==> src/rtl/mem_bist.sv <==
// March-test initiator for a single-port memory: write P(a) up, read P / write ~P up, read ~P down.
// Registered memory-bus outputs; pass/fail, first failing address and a saturating error count.
module mem_bist #(
  parameter int WIDTH = 8,
  parameter int DEPTH = 16
) (
  input  logic             clk,
  input  logic             rst_n,
  input  logic             start,
  input  logic             abort,
  input  logic [WIDTH-1:0] seed,
  output logic             mem_we,
  output logic [WIDTH-1:0] mem_a,
  output logic [WIDTH-1:0] mem_wd,
  input  logic [WIDTH-1:0] mem_rd,
  output logic             busy,
  output logic             done,
  output logic             fail,
  output logic [WIDTH-1:0] fail_addr,
  output logic [7:0]       err_count
);

  typedef enum logic [2:0] {S_IDLE, S_WR, S_RD_A, S_WR_A, S_RD_D} state_t;

  localparam logic [WIDTH-1:0] LAST = WIDTH'(DEPTH - 1);
  localparam logic [WIDTH-1:0] ONE  = WIDTH'(1);
  localparam logic [WIDTH-1:0] ZERO = '0;

  state_t           r_state, w_state;
  logic [WIDTH-1:0] r_seed, w_seed;
  logic             r_we, w_we;
  logic [WIDTH-1:0] r_a, w_a;
  logic [WIDTH-1:0] r_wd, w_wd;
  logic             r_done, w_done;
  logic             r_fail, w_fail;
  logic [WIDTH-1:0] r_fail_addr, w_fail_addr;
  logic [7:0]       r_err, w_err;
  logic             w_chk;
  logic [WIDTH-1:0] w_pat, w_cmp;

  always_ff @(posedge clk or negedge rst_n) begin
    if (!rst_n) begin
      r_state     <= S_IDLE;
      r_seed      <= '0;
      r_we        <= 1'b0;
      r_a         <= '0;
      r_wd        <= '0;
      r_done      <= 1'b0;
      r_fail      <= 1'b0;
      r_fail_addr <= '0;
      r_err       <= '0;
    end else begin
      r_state     <= w_state;
      r_seed      <= w_seed;
      r_we        <= w_we;
      r_a         <= w_a;
      r_wd        <= w_wd;
      r_done      <= w_done;
      r_fail      <= w_fail;
      r_fail_addr <= w_fail_addr;
      r_err       <= w_err;
    end
  end

  always_comb begin
    w_state     = r_state;
    w_seed      = r_seed;
    w_we        = 1'b0;
    w_a         = r_a;
    w_wd        = r_wd;
    w_done      = r_done;
    w_fail      = r_fail;
    w_fail_addr = r_fail_addr;
    w_err       = r_err;
    w_chk       = 1'b0;
    w_pat       = r_a ^ r_seed;
    w_cmp       = w_pat;

    case (r_state)
      S_IDLE: begin
        if (start && !abort) begin
          w_seed      = seed;
          w_done      = 1'b0;
          w_fail      = 1'b0;
          w_fail_addr = '0;
          w_err       = '0;
          w_state     = S_WR;
          w_a         = '0;
          w_we        = 1'b1;
          w_wd        = seed;
        end
      end
      S_WR: begin
        if (r_a == LAST) begin
          w_state = S_RD_A;
          w_a     = '0;
        end else begin
          w_a  = r_a + ONE;
          w_we = 1'b1;
          w_wd = (r_a + ONE) ^ r_seed;
        end
      end
      S_RD_A: begin
        w_chk   = 1'b1;
        w_state = S_WR_A;
        w_we    = 1'b1;
        w_wd    = ~w_pat;
      end
      S_WR_A: begin
        if (r_a == LAST) begin
          w_state = S_RD_D;
        end else begin
          w_state = S_RD_A;
          w_a     = r_a + ONE;
        end
      end
      S_RD_D: begin
        w_chk = 1'b1;
        w_cmp = ~w_pat;
        if (r_a == ZERO) begin
          w_state = S_IDLE;
          w_done  = 1'b1;
        end else begin
          w_a = r_a - ONE;
        end
      end
      default: w_state = S_IDLE;
    endcase

    // Abort discards the current cycle's read and leaves done clear.
    if (abort && r_state != S_IDLE) begin
      w_state = S_IDLE;
      w_we    = 1'b0;
      w_a     = '0;
      w_chk   = 1'b0;
    end

    if (w_chk && (mem_rd != w_cmp)) begin
      if (!r_fail) begin
        w_fail      = 1'b1;
        w_fail_addr = r_a;
      end
      if (r_err != 8'hFF) w_err = r_err + 8'd1;
    end
  end

  assign mem_we    = r_we;
  assign mem_a     = r_a;
  assign mem_wd    = r_wd;
  assign busy      = (r_state != S_IDLE);
  assign done      = r_done;
  assign fail      = r_fail;
  assign fail_addr = r_fail_addr;
  assign err_count = r_err;

endmodule

==> config.mk <==
export PLATFORM = sky130hd
export DESIGN_NAME = mem_bist
export DESIGN_NICKNAME = d
export VERILOG_FILES = /design/src/rtl/mem_bist.sv
export SDC_FILE = /design/constraint.sdc
export NUM_CORES = 1
export LEC_CHECK = 0
export ABC_AREA = 1
export BUFFER_PORTS_ARGS = -buffer_cell sky130_fd_sc_hd__buf_2
export CORE_ASPECT_RATIO = 0.5
export CORE_MARGIN = 1
export CORE_UTILIZATION = 50
export CTS_BUF_LIST = sky130_fd_sc_hd__clkbuf_16
export CTS_CLUSTER_SIZE = 20
export DETAILED_ROUTE_END_ITERATION = 8
export PLACE_DENSITY = 0.81
export SLEW_MARGIN = 20
export SYNTH_ARGS = -nofsm -noshare
export SYNTH_HDL_FRONTEND = slang
export SYNTH_SLANG_ARGS = --single-unit
==> constraint.sdc <==
create_clock -name clk -period 1.7 [get_ports clk]
set_clock_uncertainty 0.2 [all_clocks]
set_input_delay 0.085 -clock clk [delete_from_list [all_inputs] [get_ports clk]]
set_output_delay 0.085 -clock clk [all_outputs]
set_load 0.02 [all_outputs]
==> results of run 1 <==
==> cell usage after synthesis (all sizes together) <==
master	count
nand2	157
inv	58
nand3	54
nor2	49
o21ai	48
dfrtp	46
a21oi	13
buf	9
xor2	7
nand3b	5
nor3	5
a41oi	4
ha	4
a21boi	3
nand4	3
clkbuf	2
a211oi	1
a31oi	1
o211ai	1
o221ai	1
o22ai	1
o31ai	1
or2	1
xnor2	1
==> repair_timing <==
action / in CTS / in global routing
gates cloned: 1 / 1
setup endpoints to repair: 41 / 44
pin swaps: 11 / 27
endpoints found under the hold margin: 61 / 1
gates resized for setup: 49 / 65
setup buffers: 22 / 11
==> worst max-delay path by stage <==
stage,start,end,slack [ns]
after floorplan,mem_a[3],fail,-0.1
after global placement,r_state[2],err_count[0],-0.26
after detailed placement,r_state[1],fail_addr[6],-0.26
after CTS,mem_a[0],mem_a[0],-0.17
after global routing,r_state[0],mem_a[7],-0.56
final,r_state[0],mem_a[7],-0.55
==> per-stage QoR <==
step | hold WS, ns | setup TNS, ns | std cells
after global routing | -0.03719 | -16.83 | 745
after detailed placement | -0.1386 | -7.512 | 696
after CTS | 0.007854 | -4.149 | 736
after floorplan | -0.4106 | -1.823 | 475
after global placement | -0.1422 | -6.210 | 696
final | -0.06432 | -14.66 | 745
==> final cells by class <==
cell class | instances | area [um2] | area share, %
Sequential cell | 46 | 1165 | 21.80
Multi-Input combinational cell | 361 | 2267 | 42.44
Clock buffer | 5 | 125.1 | 2.342
Inverter | 58 | 251.5 | 4.707
Clock inverter | 2 | 11.26 | 0.2108
Timing Repair Buffer | 185 | 1413 | 26.44
Tap cell | 88 | 110.1 | 2.061
==> flip-flops by register name, indices dropped and copies added (netlist names) <==
name and cells:
mem_a 8, mem_we 1, r_seed 8, r_state 3, fail_addr 8, mem_wd 8
fail 1, done 1, err_count 8
==> critical path, cell delays in order, from the launching register on <==
cell and delay [ns]:
dfrtp_1 0.39, inv_2 0.08, buf_4 0.16, o21ai_0 0.38, nand4_1 0.30, buf_4 0.24, nor2_4 0.17, nand2_1 0.09
o21ai_1 0.14
==> layer usage <==
| layer | track usage, % | up-vias |
|---|---|---|
| met5 | 0 | - |
| met4 | 25.50 | 0 |
| met3 | 10.12 | 171 |
| met2 | 61.88 | 447 |
| met1 | 45.53 | 2113 |
| li1 | - | 1904 |
==> power groups by stage <==
stage | Sequential, mW | Combinational, mW | Clock [mW]
after floorplan | 1.84 | 1.91 | 0
after global placement | 1.66 | 3.52 | 0
after detailed placement | 1.68 | 3.62 | 0
after CTS | 1.66 | 4.05 | 0.979
after global routing | 1.74 | 5.22 | 1.02
final | 1.74 | 5.05 | 0.997
==> kinds of logic after synthesis <==
| kind of cell | after synthesis | share of synthesized area, % |
|---|---|---|
| AO/OA/AOI/OAI | 74 | 12.71 |
| adder cells (fa/ha/maj) | 4 | 1.522 |
| XOR/XNOR | 8 | 2.130 |
| AND/OR/NAND/NOR | 274 | 39.25 |
| buffers and inverters | 69 | 9.395 |
| flip-flops | 46 | 34.99 |
==> summary.txt, run 1 <==
Most frequent standard cell in the layout excluding fill and tap cells = nand2_1
Register-to-Register Setup Slack = -0.55 ns
Destination of the worst hold path = r_state[1]
Result of the run = finished with violations
Worst Max-Slew Pin Slew = 0.5463 ns
DR vias/cell = 6.221
Boundary Pins = 56
Chip Height = 59.36 um
Via count of the first global-routing pass = 4,016
Commonest cells after routing, fill and taps aside = nand2_1, buf_4, buf_2
Maximum vdd drop = 0.001006 V
Total power per unit cell area = 1456 mW/mm2
Maximum fanout along the worst path = 6
Area share of the leading cell type in the synthesized netlist = 34.99%
Worst-case clock buffer depth = 2
Top layer used by detailed routing = met4
Antenna violations before repair = 1
Pin count of the biggest net entering global routing = 30
Net total in the final layout = 681
Class of the tightest hold or removal check = in -> reg
Number of storage elements in the synthesis netlist = 46
Reg-to-Reg End = mem_a[7]
Antenna Cells = 0
Floorplan Core Area = 0.006206 mm2
H-tree depth = 2
Remaining Overflow, GRT = 0
Length in cells of the worst reg-to-reg path = 8
Final Max Tran Viols = 0
Number of clock sinks = 46
Fraction of layout instances using a drive strength above 1 = 48.40%
Relative contribution of sequential cells to total power = 22.3%
Number of cells on the worst hold path = 4
Number of cell rows = 20
First-pass GRT wire length = 19,180 um
Post-DRT Antenna Nets = 0
Detailed-route via count = 4,635
Routed metal-1 wire length = 5668 um
Layout Cell Area excl Fill = 0.005343 mm2
Number of design rule violations left after detail routing = 0
Final-layout fill cell count = 329
Synthesized Nets = 499
Half-perimeter wire length after detailed placement = 7692 um
Maximum operating frequency = 444.5 MHz
Post-detailed-placement cell area = 0.004431 mm2
Critical Path RT = 1.69 ns
Area growth from synthesis to layout = 62.42%
Total power = 7.780 mW
Detailed-route wire length per cell = 21.01 um
Launch point of the worst reg-to-reg path = r_state[0]
NetSw = 3.811 mW
Total clock buffers created by CTS = 5
Sw frac = 48.98%
Critical path data arrival time = 2.24 ns
Worst slack, placed = -0.2632 ns
Final worst path period share = 132.3%
Hold buffer count at cts = 10
Leakage power total = 2.701 nW
Total iterations of the first detailed-routing run = 9
Met2 Wirelength = 6871 um
Minimum clock period after layout = 2.250 ns
Endpoint class of the critical path = flop
Worst max-slew margin expressed relative to the limit = 63.58%
Finish-stage setup viols = 45
Distinct cell type count after synthesis = 37
Clock group share of total power = 12.8%
Critical path startpoint category = flop
Average footprint of a synthesized cell = 6.925 um2
Horizontal die dimension = 116.7 um
Post-synthesis cell area = 0.003289 mm2
Unrepaired setup endpoints after global routing = yes
Final Hold Slack = -0.06432 ns
Clock transition at path regs = 0.07 ns
Detailed Route WL = 15,650 um
Crit Path Category = reg -> reg
Worst Setup Slack, final = -0.5496 ns
IO Port Bufs = 55
Part of the Yosys area used for sequential elements = 34.99%
Drt first-iter violations = 851
Count of mapped cells out of synthesis = 475
Buffer type at the clock tree root = clkbuf_16
Power share of the combinational group = 64.9%
Number of max-cap violations = 0
Dominant cell type by area after synthesis = dfrtp_1
Endpoints failing hold = 1
Final weighted congestion of routability-driven global placement = 1.024
Met3 Wirelength = 1971 um
Clock tree from TritonCTS = built
Yosys synthesis warning count = 0
Ranking of synthesized cells by area = dfrtp_1, nand2_1, nand3_1
Effective utilization at floorplan = 53.00%
Source-to-sink clock delay at the later pin of the worst-skew pair = 0.31 ns
Internal cell power = 3.969 mW
Beginning of the worst hold path = abort
Final core utilization = 86.09%
Die Area = 0.006927 mm2
GR Util All Layers = 38.13%
Failing checks = hold timing, setup timing
Power figures use the tool's default switching activity.
==> inputs of run 2 (changes only) <==
- CELL_PAD_IN_SITES_DETAIL_PLACEMENT: default -> 0
- CELL_PAD_IN_SITES_GLOBAL_PLACEMENT: default -> 2
- CORE_UTILIZATION: 50 -> 28
- PLACE_DENSITY: 0.81 -> 0.82
==> summary.txt, run 2 (synthesis gave the netlist of run 1 again) <==
Result of the run = finished with violations (unchanged)
Failing checks = setup timing (was hold timing, setup timing)
Total power = 7.480 mW (was 7.780 mW)
Most frequent standard cell in the layout excluding fill and tap cells = buf_4 (was nand2_1)
Maximum fanout along the worst path = 7 (was 6)
Unrepaired setup endpoints after global routing = yes (unchanged)
Critical Path RT = 1.69 ns (about the same)
Commonest cells after routing, fill and taps aside = buf_4, nand2_1, buf_2 (was nand2_1, buf_4, buf_2)
Relative contribution of sequential cells to total power = 22.6% (was 22.3%)
Detailed Route WL = 11,890 um (was 15,650 um)
Final worst path period share = 110.9% (was 132.3%)
Power share of the combinational group = 63.8% (was 64.9%)
Critical path startpoint category = flop (unchanged)
Worst-case clock buffer depth = 2 (unchanged)
Endpoints failing hold = 0 (was 1)
Floorplan Core Area = 0.01122 mm2 (was 0.006206 mm2)
Horizontal die dimension = 155.3 um (was 116.7 um)
Number of design rule violations left after detail routing = 0 (unchanged)
Length in cells of the worst reg-to-reg path = 11 (was 8)
Worst Setup Slack, final = -0.1861 ns (was -0.5496 ns)
Post-detailed-placement cell area = 0.004607 mm2 (was 0.004431 mm2)
Number of max-cap violations = 0 (unchanged)
Die Area = 0.01221 mm2 (was 0.006927 mm2)
Half-perimeter wire length after detailed placement = 8399 um (was 7692 um)
Total iterations of the first detailed-routing run = 4 (was 9)
Launch point of the worst reg-to-reg path = mem_a[3] (was r_state[0])
Cell at the slowest stage of the critical path = dfrtp_2 (was dfrtp_1)
Critical path data arrival time = 1.88 ns (was 2.24 ns)
Register-to-Register Setup Slack = -0.19 ns (was -0.55 ns)
H-tree depth = 2 (unchanged)
Net total in the final layout = 694 (was 681)
Pin count of the biggest net entering global routing = 47 (was 30)
Maximum vdd drop = 0.0006085 V (was 0.001006 V)
Class of the tightest hold or removal check = in -> reg (unchanged)
Number of cell rows = 27 (was 20)
Most repeated library cell on the critical path = nand2_1 (was buf_4)
Area growth from synthesis to layout = 70.48% (was 62.42%)
First-pass GRT wire length = 19,060 um (was 19,180 um)
Via count of the first global-routing pass = 3,752 (was 4,016)
Number of clock sinks = 46 (unchanged)
Layout Cell Area excl Fill = 0.005608 mm2 (was 0.005343 mm2)
Worst slack, placed = -0.3124 ns (was -0.2632 ns)
Internal cell power = 4.137 mW (was 3.969 mW)
Buffer type at the clock tree root = clkbuf_16 (unchanged)
Total clock buffers created by CTS = 5 (unchanged)
Boundary Pins = 56 (unchanged)
DR vias/cell = 4.548 (was 6.221)
IO Port Bufs = 55 (unchanged)
Number of cells on the worst hold path = 5 (was 4)
Final-layout fill cell count = 1,146 (was 329)
Detailed-route via count = 3,775 (was 4,635)
Destination of the worst hold path = mem_a[0] (was r_state[1])
Endpoint class of the critical path = flop (unchanged)
Fraction of layout instances using a drive strength above 1 = 52.46% (was 48.40%)
Chip Height = 78.64 um (was 59.36 um)
Worst max-slew margin expressed relative to the limit = 68.22% (was 63.58%)
Source-to-sink clock delay at the later pin of the worst-skew pair = 0.30 ns (was 0.31 ns)
Final weighted congestion of routability-driven global placement = 0.8052 (was 1.024)
Final Max Tran Viols = 0 (unchanged)
Reg-to-Reg End = fail_addr[6] (was mem_a[7])
Sw frac = 44.70% (was 48.98%)
Crit Path Category = reg -> reg (unchanged)
Beginning of the worst hold path = abort (unchanged)
Final Hold Slack = 0.07858 ns (was -0.06432 ns)
Maximum single-stage delay on the critical path = 0.49 ns (was 0.39 ns)
GR Util All Layers = 20.17% (was 38.13%)
Antenna violations before repair = 0 (was 1)
Drt first-iter violations = 153 (was 851)
Cell Chain, Critical Path = inv_8, nand2_4, nand3b_1, nand2_1, nand2_1, nand3_2, nor2_4, nand2_4, buf_6, nand3_2, nand2_1 (was inv_2, buf_4, o21ai_0, nand4_1, buf_4, nor2_4, nand2_1, o21ai_1)
Finish-stage setup viols = 37 (was 45)
Clock group share of total power = 13.7% (was 12.8%)
Worst Max-Slew Pin Slew = 0.4767 ns (was 0.5463 ns)
Total power per unit cell area = 1334 mW/mm2 (was 1456 mW/mm2)
Detailed-route wire length per cell = 14.33 um (was 21.01 um)
Clock tree from TritonCTS = built (unchanged)
Maximum operating frequency = 530.2 MHz (was 444.5 MHz)
Antenna Cells = 0 (unchanged)
NetSw = 3.343 mW (was 3.811 mW)
Remaining Overflow, GRT = 0 (unchanged)
Post-DRT Antenna Nets = 0 (unchanged)
Leakage power total = 2.769 nW (was 2.701 nW)
Minimum clock period after layout = 1.886 ns (was 2.250 ns)
Effective utilization at floorplan = 29.33% (was 53.00%)
Clock transition at path regs = 0.07 ns (about the same)
-- run 2: worst max path at each step --
stage,startpoint,to,cells past startpoint
detailed placement,mem_a[1],fail,11
global route,mem_a[0],fail_addr[6],13
finish,mem_a[3],fail_addr[6],11
floorplan,mem_a[3],fail,12
CTS,mem_a[0],mem_wd[5],11
global placement,r_state[0],err_count[2],11
-- run 2: through the flow --
step                instances  setup TNS, ns  utilization (%)
floorplan                 475         -1.823                -
global placement          782         -6.670            41.08
detailed placement        782         -7.085            41.08
CTS                       816         -4.891            46.56
global route              830         -7.947            50.00
finish                    830         -4.834            50.00
-- run 2: power groups by stage --
stage	registers (mW)	clock network (mW)	logic, mW
4_1_cts	1.65	1.05	4.21
3_5_place_dp	1.66	0	3.73
6_report	1.69	1.02	4.77
2_1_floorplan	1.84	0	1.91
3_3_place_gp	1.66	0	3.72
5_1_grt	1.73	1.09	5.21
-- run 2: layer usage --
metal	track usage, %	wire length, um	vias to the layer above	part of all wire [%]
li1	-	-	1940	-
met1	27.96	5895	1756	50
met2	32.97	5395	69	45
met3	3.313	486	10	4.1
met4	4.314	114	0	0.96
met5	0	0	-	0
-- run 2: layout make-up --
class / instances / area (um2) / share of cell area, %
clock buffer: 5 / 125.1 / 2.231
clock inverter: 3 / 17.52 / 0.3124
inverter: 58 / 250.2 / 4.462
multi-input combinational: 361 / 2346 / 41.83
sequential: 46 / 1164 / 20.75
tap: 159 / 198.9 / 3.548
timing repair buffer: 198 / 1506 / 26.86
-- run 2: critical path: cells and delay by family, from the launching register on --
kind | cells | cell delay [ns]
buffers and inverters | 2 | 0.28
DFF | 1 | 0.49
and+or+nand+nor | 9 | 0.82
-- run 2: what timing repair did --
item                                   4_1_cts  5_1_grt
buffers inserted                            14       16
hold buffers                                 9        0
cloned                                       3        0
setup endpoints to repair                   37       43
endpoints found under the hold margin       60        0
pin swaps                                   32       28
gates resized for setup                     68       78
